`src/rtl/cpu_control_pkg.sv`:
```
// lc3b_types: shared LC-3b opcode and ALU operation encodings
// Ports: none (package)
package lc3b_types;

    typedef enum logic [3:0] {
        op_br   = 4'b0000,
        op_add  = 4'b0001,
        op_ldb  = 4'b0010,
        op_stb  = 4'b0011,
        op_jsr  = 4'b0100,
        op_and  = 4'b0101,
        op_ldr  = 4'b0110,
        op_str  = 4'b0111,
        op_rti  = 4'b1000,
        op_not  = 4'b1001,
        op_ldi  = 4'b1010,
        op_sti  = 4'b1011,
        op_jmp  = 4'b1100,
        op_shf  = 4'b1101,
        op_lea  = 4'b1110,
        op_trap = 4'b1111
    } lc3b_opcode;

    typedef enum logic [1:0] {
        alu_add  = 2'b00,
        alu_and  = 2'b01,
        alu_not  = 2'b10,
        alu_pass = 2'b11
    } lc3b_aluop;

endpackage

```
`src/rtl/cpu_control_mem_wait_timer.sv`:
```
// mem_wait_timer: counts memory wait cycles and flags the cycle that would hit the timeout
// Ports: clk, rst_n (async active-low), i_clr (zero the count), i_en (count one wait cycle),
//        o_expired (this wait cycle is the last one allowed; never set when MEM_TIMEOUT is 0)
module mem_wait_timer #(
    parameter int MEM_TIMEOUT = 16
) (
    input  logic clk,
    input  logic rst_n,
    input  logic i_clr,
    input  logic i_en,
    output logic o_expired
);

    localparam int W = (MEM_TIMEOUT > 0) ? $clog2(MEM_TIMEOUT + 1) : 1;

    logic [W-1:0] r_count;

    always_ff @(posedge clk or negedge rst_n) begin
        if (!rst_n)
            r_count <= '0;
        else if (i_clr)
            r_count <= '0;
        else if (i_en)
            r_count <= r_count + W'(1);
    end

    // Flag the cycle whose missing response would bring the count to MEM_TIMEOUT,
    // so the FSM leaves after exactly MEM_TIMEOUT wait cycles.
    assign o_expired = (MEM_TIMEOUT != 0) && (r_count == W'(MEM_TIMEOUT - 1));

endmodule

```
`src/rtl/cpu_control.sv`:
```
// cpu_control: multicycle LC-3b control FSM (fetch/decode/execute of ADD, AND, NOT, LDR, STR, BR)
// Ports: clk, rst_n (async active-low); opcode, branch_enable, mem_resp in;
//        datapath loads/selects/aluop, mem_read/mem_write/mem_byte_enable out;
//        mem_err (1-cycle pulse after a timeout abort), retired (completed-instruction count)
module cpu_control
    import lc3b_types::*;
#(
    parameter int MEM_TIMEOUT = 16,
    parameter int RETIRE_W    = 16
) (
    input  logic                clk,
    input  logic                rst_n,
    input  lc3b_opcode          opcode,
    input  logic                branch_enable,
    input  logic                mem_resp,
    output logic                load_pc,
    output logic                load_ir,
    output logic                load_regfile,
    output logic                load_mar,
    output logic                load_mdr,
    output logic                load_cc,
    output logic                pcmux_sel,
    output logic                storemux_sel,
    output logic                alumux_sel,
    output logic                regfilemux_sel,
    output logic                marmux_sel,
    output logic                mdrmux_sel,
    output lc3b_aluop           aluop,
    output logic                mem_read,
    output logic                mem_write,
    output logic [1:0]          mem_byte_enable,
    output logic                mem_err,
    output logic [RETIRE_W-1:0] retired
);

    localparam logic [3:0] FETCH1    = 4'd0;
    localparam logic [3:0] FETCH2    = 4'd1;
    localparam logic [3:0] FETCH3    = 4'd2;
    localparam logic [3:0] DECODE    = 4'd3;
    localparam logic [3:0] S_ADD     = 4'd4;
    localparam logic [3:0] S_AND     = 4'd5;
    localparam logic [3:0] S_NOT     = 4'd6;
    localparam logic [3:0] CALC_ADDR = 4'd7;
    localparam logic [3:0] LDR1      = 4'd8;
    localparam logic [3:0] LDR2      = 4'd9;
    localparam logic [3:0] STR1      = 4'd10;
    localparam logic [3:0] STR2      = 4'd11;
    localparam logic [3:0] S_BR      = 4'd12;
    localparam logic [3:0] BR_TAKEN  = 4'd13;

    logic [3:0]          r_state;
    logic [3:0]          w_next;
    logic                w_wait;
    logic                w_expired;
    logic                w_retire;
    logic [RETIRE_W-1:0] r_retired;
    logic                r_mem_err;

    assign w_wait = (r_state == FETCH2) || (r_state == LDR1) || (r_state == STR2);

    // Held at zero outside the wait states, so every wait state starts counting from 0.
    mem_wait_timer #(.MEM_TIMEOUT(MEM_TIMEOUT)) u_timer (
        .clk       (clk),
        .rst_n     (rst_n),
        .i_clr     (!w_wait),
        .i_en      (w_wait && !mem_resp),
        .o_expired (w_expired)
    );

    always_comb begin
        w_next = r_state;
        case (r_state)
            FETCH1:    w_next = FETCH2;
            FETCH2:    w_next = mem_resp ? FETCH3 : (w_expired ? FETCH1 : FETCH2);
            FETCH3:    w_next = DECODE;
            DECODE: begin
                case (opcode)
                    op_add:         w_next = S_ADD;
                    op_and:         w_next = S_AND;
                    op_not:         w_next = S_NOT;
                    op_ldr, op_str: w_next = CALC_ADDR;
                    op_br:          w_next = S_BR;
                    default:        w_next = FETCH1;
                endcase
            end
            CALC_ADDR: w_next = (opcode == op_ldr) ? LDR1 : STR1;
            LDR1:      w_next = mem_resp ? LDR2 : (w_expired ? FETCH1 : LDR1);
            STR1:      w_next = STR2;
            STR2:      w_next = (mem_resp || w_expired) ? FETCH1 : STR2;
            S_BR:      w_next = branch_enable ? BR_TAKEN : FETCH1;
            default:   w_next = FETCH1;
        endcase
    end

    // A timed-out STR2 leaves without mem_resp and therefore does not retire.
    assign w_retire = (r_state inside {S_ADD, S_AND, S_NOT, LDR2, BR_TAKEN})
                   || (r_state == STR2 && mem_resp)
                   || (r_state == S_BR && !branch_enable);

    always_ff @(posedge clk or negedge rst_n) begin
        if (!rst_n) begin
            r_state   <= FETCH1;
            r_retired <= '0;
            r_mem_err <= 1'b0;
        end else begin
            r_state   <= w_next;
            r_retired <= r_retired + RETIRE_W'(w_retire);
            r_mem_err <= w_wait && !mem_resp && w_expired;
        end
    end

    always_comb begin
        load_pc        = 1'b0;
        load_ir        = 1'b0;
        load_regfile   = 1'b0;
        load_mar       = 1'b0;
        load_mdr       = 1'b0;
        load_cc        = 1'b0;
        pcmux_sel      = 1'b0;
        storemux_sel   = 1'b0;
        alumux_sel     = 1'b0;
        regfilemux_sel = 1'b0;
        marmux_sel     = 1'b0;
        mdrmux_sel     = 1'b0;
        aluop          = alu_add;
        mem_read       = 1'b0;
        mem_write      = 1'b0;
        case (r_state)
            FETCH1: begin
                marmux_sel = 1'b1;
                load_mar   = 1'b1;
                load_pc    = 1'b1;
            end
            FETCH2, LDR1: begin
                mem_read   = 1'b1;
                mdrmux_sel = 1'b1;
                load_mdr   = 1'b1;
            end
            FETCH3:    load_ir = 1'b1;
            S_ADD, S_AND, S_NOT: begin
                aluop        = (r_state == S_AND) ? alu_and : (r_state == S_NOT) ? alu_not : alu_add;
                load_regfile = 1'b1;
                load_cc      = 1'b1;
            end
            CALC_ADDR: begin
                alumux_sel = 1'b1;
                load_mar   = 1'b1;
            end
            LDR2: begin
                regfilemux_sel = 1'b1;
                load_regfile   = 1'b1;
                load_cc        = 1'b1;
            end
            STR1: begin
                storemux_sel = 1'b1;
                aluop        = alu_pass;
                load_mdr     = 1'b1;
            end
            STR2:      mem_write = 1'b1;
            BR_TAKEN: begin
                pcmux_sel = 1'b1;
                load_pc   = 1'b1;
            end
            default: ;
        endcase
    end

    assign mem_byte_enable = 2'b11;
    assign mem_err         = r_mem_err;
    assign retired         = r_retired;

endmodule
```
`config.mk`:
```
export PLATFORM = sky130hd
export DESIGN_NAME = cpu_control
export DESIGN_NICKNAME = d
export VERILOG_FILES = /design/src/rtl/cpu_control_pkg.sv /design/src/rtl/cpu_control_mem_wait_timer.sv /design/src/rtl/cpu_control.sv
export SDC_FILE = /design/constraint.sdc
export NUM_CORES = 1
export LEC_CHECK = 0
export CAP_MARGIN = 40
export CORE_ASPECT_RATIO = 2
export CORE_MARGIN = 3
export CORE_UTILIZATION = 52
export CTS_CLUSTER_SIZE = 40
export DETAILED_ROUTE_END_ITERATION = 16
export PLACE_DENSITY = 0.95
export SYNTH_ARGS = -nofsm -noshare
export SYNTH_HDL_FRONTEND = slang
export SYNTH_SLANG_ARGS = --single-unit
```
`constraint.sdc`:
```
create_clock -name clk -period 3.45 [get_ports clk]
set_input_delay 0.345 -clock clk [delete_from_list [all_inputs] [get_ports clk]]
set_output_delay 0.345 -clock clk [all_outputs]
set_load 0.005 [all_outputs]
```
Yosys cells after proc, flatten, opt, wreduce, memory -nomap -nowiden --
Index checks and enable logic that the tools add are counted.
Operators by class: shift-type cells 0, div/mod/pow operators 0, order comparisons 0, reductions and logical operators 21, add/subtract/negate cells 2, eq/ne operators 20, $mul 0, bitwise gates (word level) 0, muxes and demuxes 26
Operators with widths (number):
- 4-bit case mux with 9 select lines | 1
- 4-bit by 3-bit == test with 1-bit output (second input constant) | 7
- 4-bit == test (second input constant) | 7
- 4-bit case mux with 5 select lines | 1
- 16-bit by 1-bit adder with 16-bit output | 1
- 4-bit two-way mux | 4
- 1-bit two-way mux | 13
- 5-bit two-way mux | 2
- 4-bit by 1-bit == test with 1-bit output (second input constant) | 2
- 4-bit by 2-bit == test with 1-bit output (second input constant) | 2
- 4-bit logical NOT | 2
- 2-bit two-way mux | 4
- 2-bit OR reduction | 4
- 3-bit OR reduction | 2
- 5-bit by 1-bit adder with 5-bit output (second input constant) | 1
- 5-bit by 4-bit == test with 1-bit output (second input constant) | 1
- 1-bit logical OR | 5
- 5-bit nonzero test | 1
- 1-bit logical AND | 4
- 2-bit case mux with 2 select lines | 1
- 4-bit OR reduction | 1
- 1-bit logical NOT | 2
- 2-bit by 1-bit != test with 1-bit output (second input constant) | 1
Storage, ports and cells: memory bits (writable) 0, register bits after elaboration 26, logic and storage cells 73, ROM bits 0, bits in latches 0, memories 0, output and inout bits 35, input bits 8

Longest topological paths before layout --
Gate-level depths: netlist (run 1).
depth in word-level cells 6, gate-level depth with buffers 10, depth with buffers taken out 8

Cells and area by module --
Synthesis (run 1) repeated with hierarchy kept, for this count alone.
Second synthesis, totals: cells, all modules 154, area total of the unflattened synthesis 1521.5 µm²
By module, submodules not included:
- cpu_control | sequential area each 525.5 µm², instances 1, area each 1251.2 µm², cells an instance 131
- mem_wait_timer | sequential area each 125.1 µm², instances 1, area each 270.3 µm², cells an instance 23

Worst setup path before layout (run 1) --
Ideal clock, no wire load.
path kind register to register, from reg r_state[3], to reg r_retired[12] (netlist: retired[12]), library setup time 0.079 ns, slack 1.473 ns, buffers on the path 2, data arrival time 1.897 ns, period minus slack after synthesis 1.977 ns, stages on the path, launching flop included 11, data required time 3.371 ns, cell sequence dfrtp_1 -> buf_2 -> buf_2 -> nor2_1 -> o22ai_1 -> a22o_1 -> ha_1 -> ha_1 -> inv_1 -> nor4_1 -> xor2_1
Between the ends: word-level cells in the longest chain between the ends 5, elaborated cells between the ends (all ways) 13, classes of those cells add/sub: 1; eq/ne: 7; reduce/logical: 5
RTL lines:
- start, declared | RTL line cpu_control.sv:51 | logic [3:0] r_state;
- start signal, assigned | RTL line cpu_control.sv:106 | r_state <= w_next;
- 4-bit by 3-bit == test with 1-bit output (tied with other cells) | RTL line cpu_control.sv:96 | assign w_retire = (r_state inside {S_ADD, S_AND, S_NOT, LDR2, BR_TAKEN})
- 5-bit nonzero test or 1-bit logical AND (tied branches) | RTL line cpu_control.sv:96, cpu_control.sv:97
- 1-bit logical OR | RTL line cpu_control.sv:97 | || (r_state == STR2 && mem_resp)
- 1-bit logical OR (*) | RTL line cpu_control.sv:98 | || (r_state == S_BR && !branch_enable);
- 16-bit by 1-bit adder with 16-bit output (*) | RTL line cpu_control.sv:107 | r_retired <= r_retired + RETIRE_W'(w_retire);
- end signal, assigned | RTL line cpu_control.sv:107
- end, declared | RTL line cpu_control.sv:56 | logic [RETIRE_W-1:0] r_retired;
Every way passes the cells marked *; elsewhere a longest branch is shown, timed or not. A chain may end at the register's enable or synchronous reset.

Worst setup path after layout (run 1) --
Same ends and word-level chain as after synthesis.

==> results of run 1 <==
## worst max path at each step
stage / from / end / slack (ns)
after detailed placement: mem_resp / retired[12] / 0.73
final: r_state[3] / retired[12] / 0.85
after CTS: r_state[3] / retired[12] / 0.91
after global routing: r_state[3] / retired[12] / 0.70
after global placement: mem_resp / retired[12] / 0.93
after floorplan: r_state[3] / retired[12] / 1.47
## layout make-up
type | instances | area share [%]
multi-input cells | 117 | 41.6
flip-flops and latches | 26 | 32.6
repair buffers | 41 | 20.8
clock buffers | 3 | 2.07
well taps | 29 | 1.82
inverters | 6 | 1.13
## registers in the layout (all words and copies together) (netlist names)
register and flops:
retired 16, r_state 4, u_timer.r_count 5, mem_err 1
## power breakdown
group | internal, mW | leakage [nW] | switching [mW] | total [mW]
Clock | 0.0782 | 0.0216 | 0.0897 | 0.168
Combinational | 0.263 | 0.498 | 0.178 | 0.441
Sequential | 0.350 | 0.346 | 0.119 | 0.469
## critical path, cell delays in order, from the launching register on
cell,delay (ns)
dfrtp_1,0.73
nand2b_1,0.28
o22ai_1,0.22
a22o_1,0.18
ha_1,0.15
ha_1,0.26
inv_1,0.09
nor4_1,0.42
xor2_1,0.19
## routing by layer
layer  share of wire, %  vias up  track usage (%)
met2                 56       52             38.1
li1                   -      641                -
met4                4.0        0             13.6
met5                  0        -                0
met1                 36      688             22.6
met3                3.7       16             2.38
## logic make-up (layout without fill, tap and decap cells)
family                     after synthesis  count (layout)  synth area share, %
muxes                                    2               2                 1.35
adders and majority gates                5               5                 3.96
xor gates and xnor gates                19              19                 10.5
buffers and inverters                   19              50                 6.49
AOI/OAI and AO/OA                       20              20                 8.79
other                                    1               2                0.237
DFF                                     26              26                 41.2
and+or+nand+nor                         69              69                 27.5
## placed cells by master, fill, tap and decap left out, drive strengths merged, types with 2 or more instances in the layout
master / count
or2: 2
nor3: 9
conb: 2
dfrtp: 26
and4b: 2
ha: 5
nor4: 6
and2: 2
o21ai: 2
xor2: 9
nand3: 5
a21oi: 5
clkdlybuf4s50: 40
o22ai: 3
nand2: 7
nand3b: 2
inv: 6
nand4: 6
nand2b: 5
and3: 3
nor2b: 2
xnor2: 10
nor2: 10
clkbuf: 3
## per-stage QoR
| step | setup WS, ns | area (µm²) | utilization [%] | hold WS (ns) | std cells |
|---|---|---|---|---|---|
| final | 0.846 | 2000 | 70.4 | 0.441 | 222 |
| after floorplan | 1.47 | 1580 | - | 0.0494 | 162 |
| after global routing | 0.705 | 2000 | 70.4 | 0.480 | 222 |
| after detailed placement | 0.732 | 1960 | 68.9 | 0.473 | 219 |
| after global placement | 0.928 | 1940 | 68.4 | 0.460 | 218 |
| after CTS | 0.907 | 2000 | 70.4 | 0.449 | 222 |
==> metrics, run 1 <==
r2r worst-path depth 8; vias in the first global route 1528; Clock Pin Slew Worst Setup and Hold Paths 0.09 ns; Post-synth EDFFs 0; Worst EP required 3.64 ns; top cell type by total area after synthesis dfrtp_1; drt drc 0; area of the multi-input gates 831 µm²; Reg area 651 µm²; nets 208; worst min path class input port to asynchronous set/reset pin; Synth Flop Type dfrtp_1; Initial DRC Count 21; die area 0.00378 mm²; R2R Path Start r_state[3]; Die Wd 45.0 µm; largest net degree at the start of global routing 23; routed wire length 3720 µm; Vias/cell 6.29; maximum root-to-sink buffer count 2; Commonest cells post-synth dfrtp_1, nor2_1, xnor2_1; Ant. Diodes 0; status finished clean; Worst-Skew Late Latency 0.27 ns; final hold vios 0; hold_buf cts 0; root buffer cell clkbuf_8; Tmin final 2.60 ns; TritonCTS clock tree built; area grow syn2layout 26.4%; syn_area_per_cell 9.82 µm²; fraction of registers with async set/reset 100%; number of library cell types mapped by synthesis 48; clk_skew 0.00568 ns; wire length per cell 16.7 µm; CTS H-tree depth 1; GRT Util Overall 21.7%; RSZ-0062 raised after global routing no; Synth Instances 161; Starting Density 55.7%; cts repair resizes 0; IO Port Bufs 40; leakage power 0.865 nW; Warnings, synthesis 0; critical setup path kind flop to flop; Peak VDD IR 0.409 mV; I/O pins 43; fin crit share 75.5%; pwr dens 540 mW/mm²; most frequent cell after synthesis dfrtp_1; TritonCTS buffer count 3; fraction of layout cells with a size suffix above 1 5.70%; post-DP HPWL 2890 µm; row count 27; setup_tns 0 ns; Slew Viols, Final 0; Die Y 84.0 µm; Core Area 0.00284 mm²; RR Endpoint retired[12]; Tot Pwr 1.08 mW; total iterations of the first detailed-routing run 4; Synth Register Bits 26; Post-CTS Setup Inserts 0; vias 1397; Max-Cap Viols 0; Slew @ Worst Pin 0.669 ns; FILL cells 244; initial antenna violation count 0; Startpoint Class flop; register area share after synthesis 41.2%; grt total ovfl 0; DRT antenna net count 0; fmax 384 MHz; Setup crit end kind flop; # setup viols final 0; gpl congestion 0.857; first-pass GRT wire length 6350 µm; Area contributors post-synth dfrtp_1, xnor2_1, xor2_1; Yosys top cell area share 41.2%; synthesized area 0.00158 mm²; Worst slew margin 55.4%; CTS sink cnt 26; R2R Setup Slk 0.85 ns; CP Max Fanout 19; Critical Path AT 2.80 ns
Power figures use the tool's default switching activity.
==> run 2: changes to the inputs <==
Settings changed: CORE_UTILIZATION 52 to 43, PLACE_DENSITY 0.95 to 0.85.
Clock period 3.45 ns to 2.15 ns, I/O delays scaled along.
==> run 2 against run 1 <==
  * Critical path depth fell by 4
  * Sequential share of layout area shrank 1.9 points
  * Count of clock-buffer cells in the layout is the same
  * Non-clock buffer count up 13
  * Critical path type is now flop to output pin
  * Largest cell class unchanged
==> metrics, run 2 (synthesis gave the netlist of run 1 again) <==
status finished clean; R2R Setup Slk 0.23 ns (-0.62 ns); Peak VDD IR 0.699 mV (+71%); Ant. Diodes 0 (unchanged); nets 221 (+6.3%); die area 0.00448 mm² (+19%); commonest non-fill, non-tap cell in the layout clkdlybuf4s50_1; Vias/cell 5.41 (-14%); row count 30 (+11%); TritonCTS clock tree built; vias in the first global route 1305 (-15%); Worst path slowest cell clkdlybuf4s50_1; Critical Path AT 1.87 ns (-0.93 ns); fmax 481 MHz; Max-Cap Viols 0 (unchanged); post-DP HPWL 2640 µm (-8.6%); CP Max Fanout 11 (-8); I/O pins 43 (unchanged); Die Y 91.7 µm (+9.3%); pwr dens 862 mW/mm² (+60%); Worst-Skew Late Latency 0.26 ns (about the same); Initial DRC Count 44 (+110%); critical setup path kind flop to output pin; worst min path class input port to asynchronous set/reset pin; DRT antenna net count 0 (unchanged); cell family with most CP delay buffers and inverters; hold_buf cts 0 (unchanged); area grow syn2layout 34.8%; gpl congestion 0.801 (-6.4%); Hold Slack 0.312 ns (-0.129 ns); Core Area 0.00345 mm² (+22%); root buffer cell clkbuf_8; Startpoint Class flop; Worst EP required 1.93 ns (-1.71 ns); largest net degree at the start of global routing 27 (+17%); global routing's busiest layer met2; WP buf/inv 1 (unchanged); grt total ovfl 0 (unchanged); CP Cell Sequence nand2b_2 > mux2_2 > nor2_1 > clkdlybuf4s50_1; CTS sink cnt 26 (unchanged); Clock Pin Slew Worst Setup and Hold Paths 0.08 ns (about the same); total iterations of the first detailed-routing run 4 (unchanged); R2R Path Start r_state[1]; max reg flops 16 (unchanged); final hold vios 0 (unchanged); met3 usage 1.63% (-0.75 points); setup_tns 0 ns (unchanged); drt drc 0 (unchanged); most frequent cells in the layout clkdlybuf4s50_1, dfrtp_1, buf_4, xnor2_1, nor2_1; CTS H-tree depth 1 (unchanged); Tmin final 2.08 ns; Slew Viols, Final 0 (unchanged); GR Util met2 30.1% (-8.0 points); clk_skew 0.00449 ns (-0.00119 ns); # setup viols final 0 (unchanged); wire length per cell 14.1 µm (-16%); GRT Util Overall 16.5% (-5.3 points); routed wire length 3590 µm (-3.3%); Setup crit start r_state[1]; vias 1373 (-1.7%); Die Wd 48.9 µm (+8.6%); fin crit share 96.8%; IO Port Bufs 40 (unchanged); met1 Use GR 18.2% (-4.3 points); RR Endpoint retired[12]; leakage power 0.925 nW (+6.9%); first-pass GRT wire length 5880 µm (-7.4%); slowest cell delay on critical path 0.51 ns (-0.22 ns); Setup crit end kind output pin; fraction of layout cells with a size suffix above 1 14.6% (+8.9 points); maximum root-to-sink buffer count 2 (unchanged); Starting Density 45.8% (-9.9 points); initial antenna violation count 0 (unchanged); r2r worst-path depth 8 (unchanged); TritonCTS buffer count 3 (unchanged)
## run 2: cell count changes in the layout (fill, tap and decap cells not counted), sizes merged
| cell | change |
|---|---|
| buf | +13 |
## run 2: stage by stage
| step | area, µm² | setup slack [ns] | instances | utilization, % | power, mW |
|---|---|---|---|---|---|
| global route | 2130 | -0.00603 | 254 | 61.7 | 1.97 |
| floorplan | 1580 | 0.173 | 162 | - | 1.13 |
| CTS | 2080 | 0.00911 | 249 | 60.1 | 1.77 |
| detailed placement | 2030 | 0.0399 | 246 | 58.8 | 1.49 |
| finish | 2130 | 0.0689 | 254 | 61.7 | 1.84 |
| global placement | 2030 | 0.126 | 246 | 58.8 | 1.48 |
## run 2: layout make-up
cell class	instances	area, µm²
clock buffers	3	41.3
fillers	305	1320
inverters	6	22.5
multi-input cells	117	846
flip-flops and latches	26	654
well taps	48	60.1
repair buffers	54	505
## run 2: per-layer routing
layer  vias to the layer above  part of all wire, %
met5                         -                    0
met4                         0                  2.3
met3                         6                  4.0
met2                        44                   55
met1                       656                   39
li1                        667                    -
## run 2: repair_timing
action / 4_1_cts / 5_1_grt
setup buffers: 0 / 5
endpoints found under the setup margin: 3 / 6
gates resized for setup: 2 / 4
pin swaps: 0 / 0
## run 2: worst max path at each step
stage | endpoint | cells after the start | slack [ns]
6_report | load_mdr | 4 | 0.07
5_1_grt | load_mdr | 4 | -0.006
4_1_cts | load_mdr | 4 | 0.009
3_5_place_dp | retired[12] | 9 | 0.04
3_3_place_gp | retired[12] | 9 | 0.13
2_1_floorplan | retired[12] | 10 | 0.17
## run 2: report_power, final
group / internal (mW) / switching, mW / total, mW
logic: 0.510 / 0.347 / 0.857
registers: 0.567 / 0.148 / 0.715
clock network: 0.125 / 0.138 / 0.264
total: 1.20 / 0.633 / 1.84
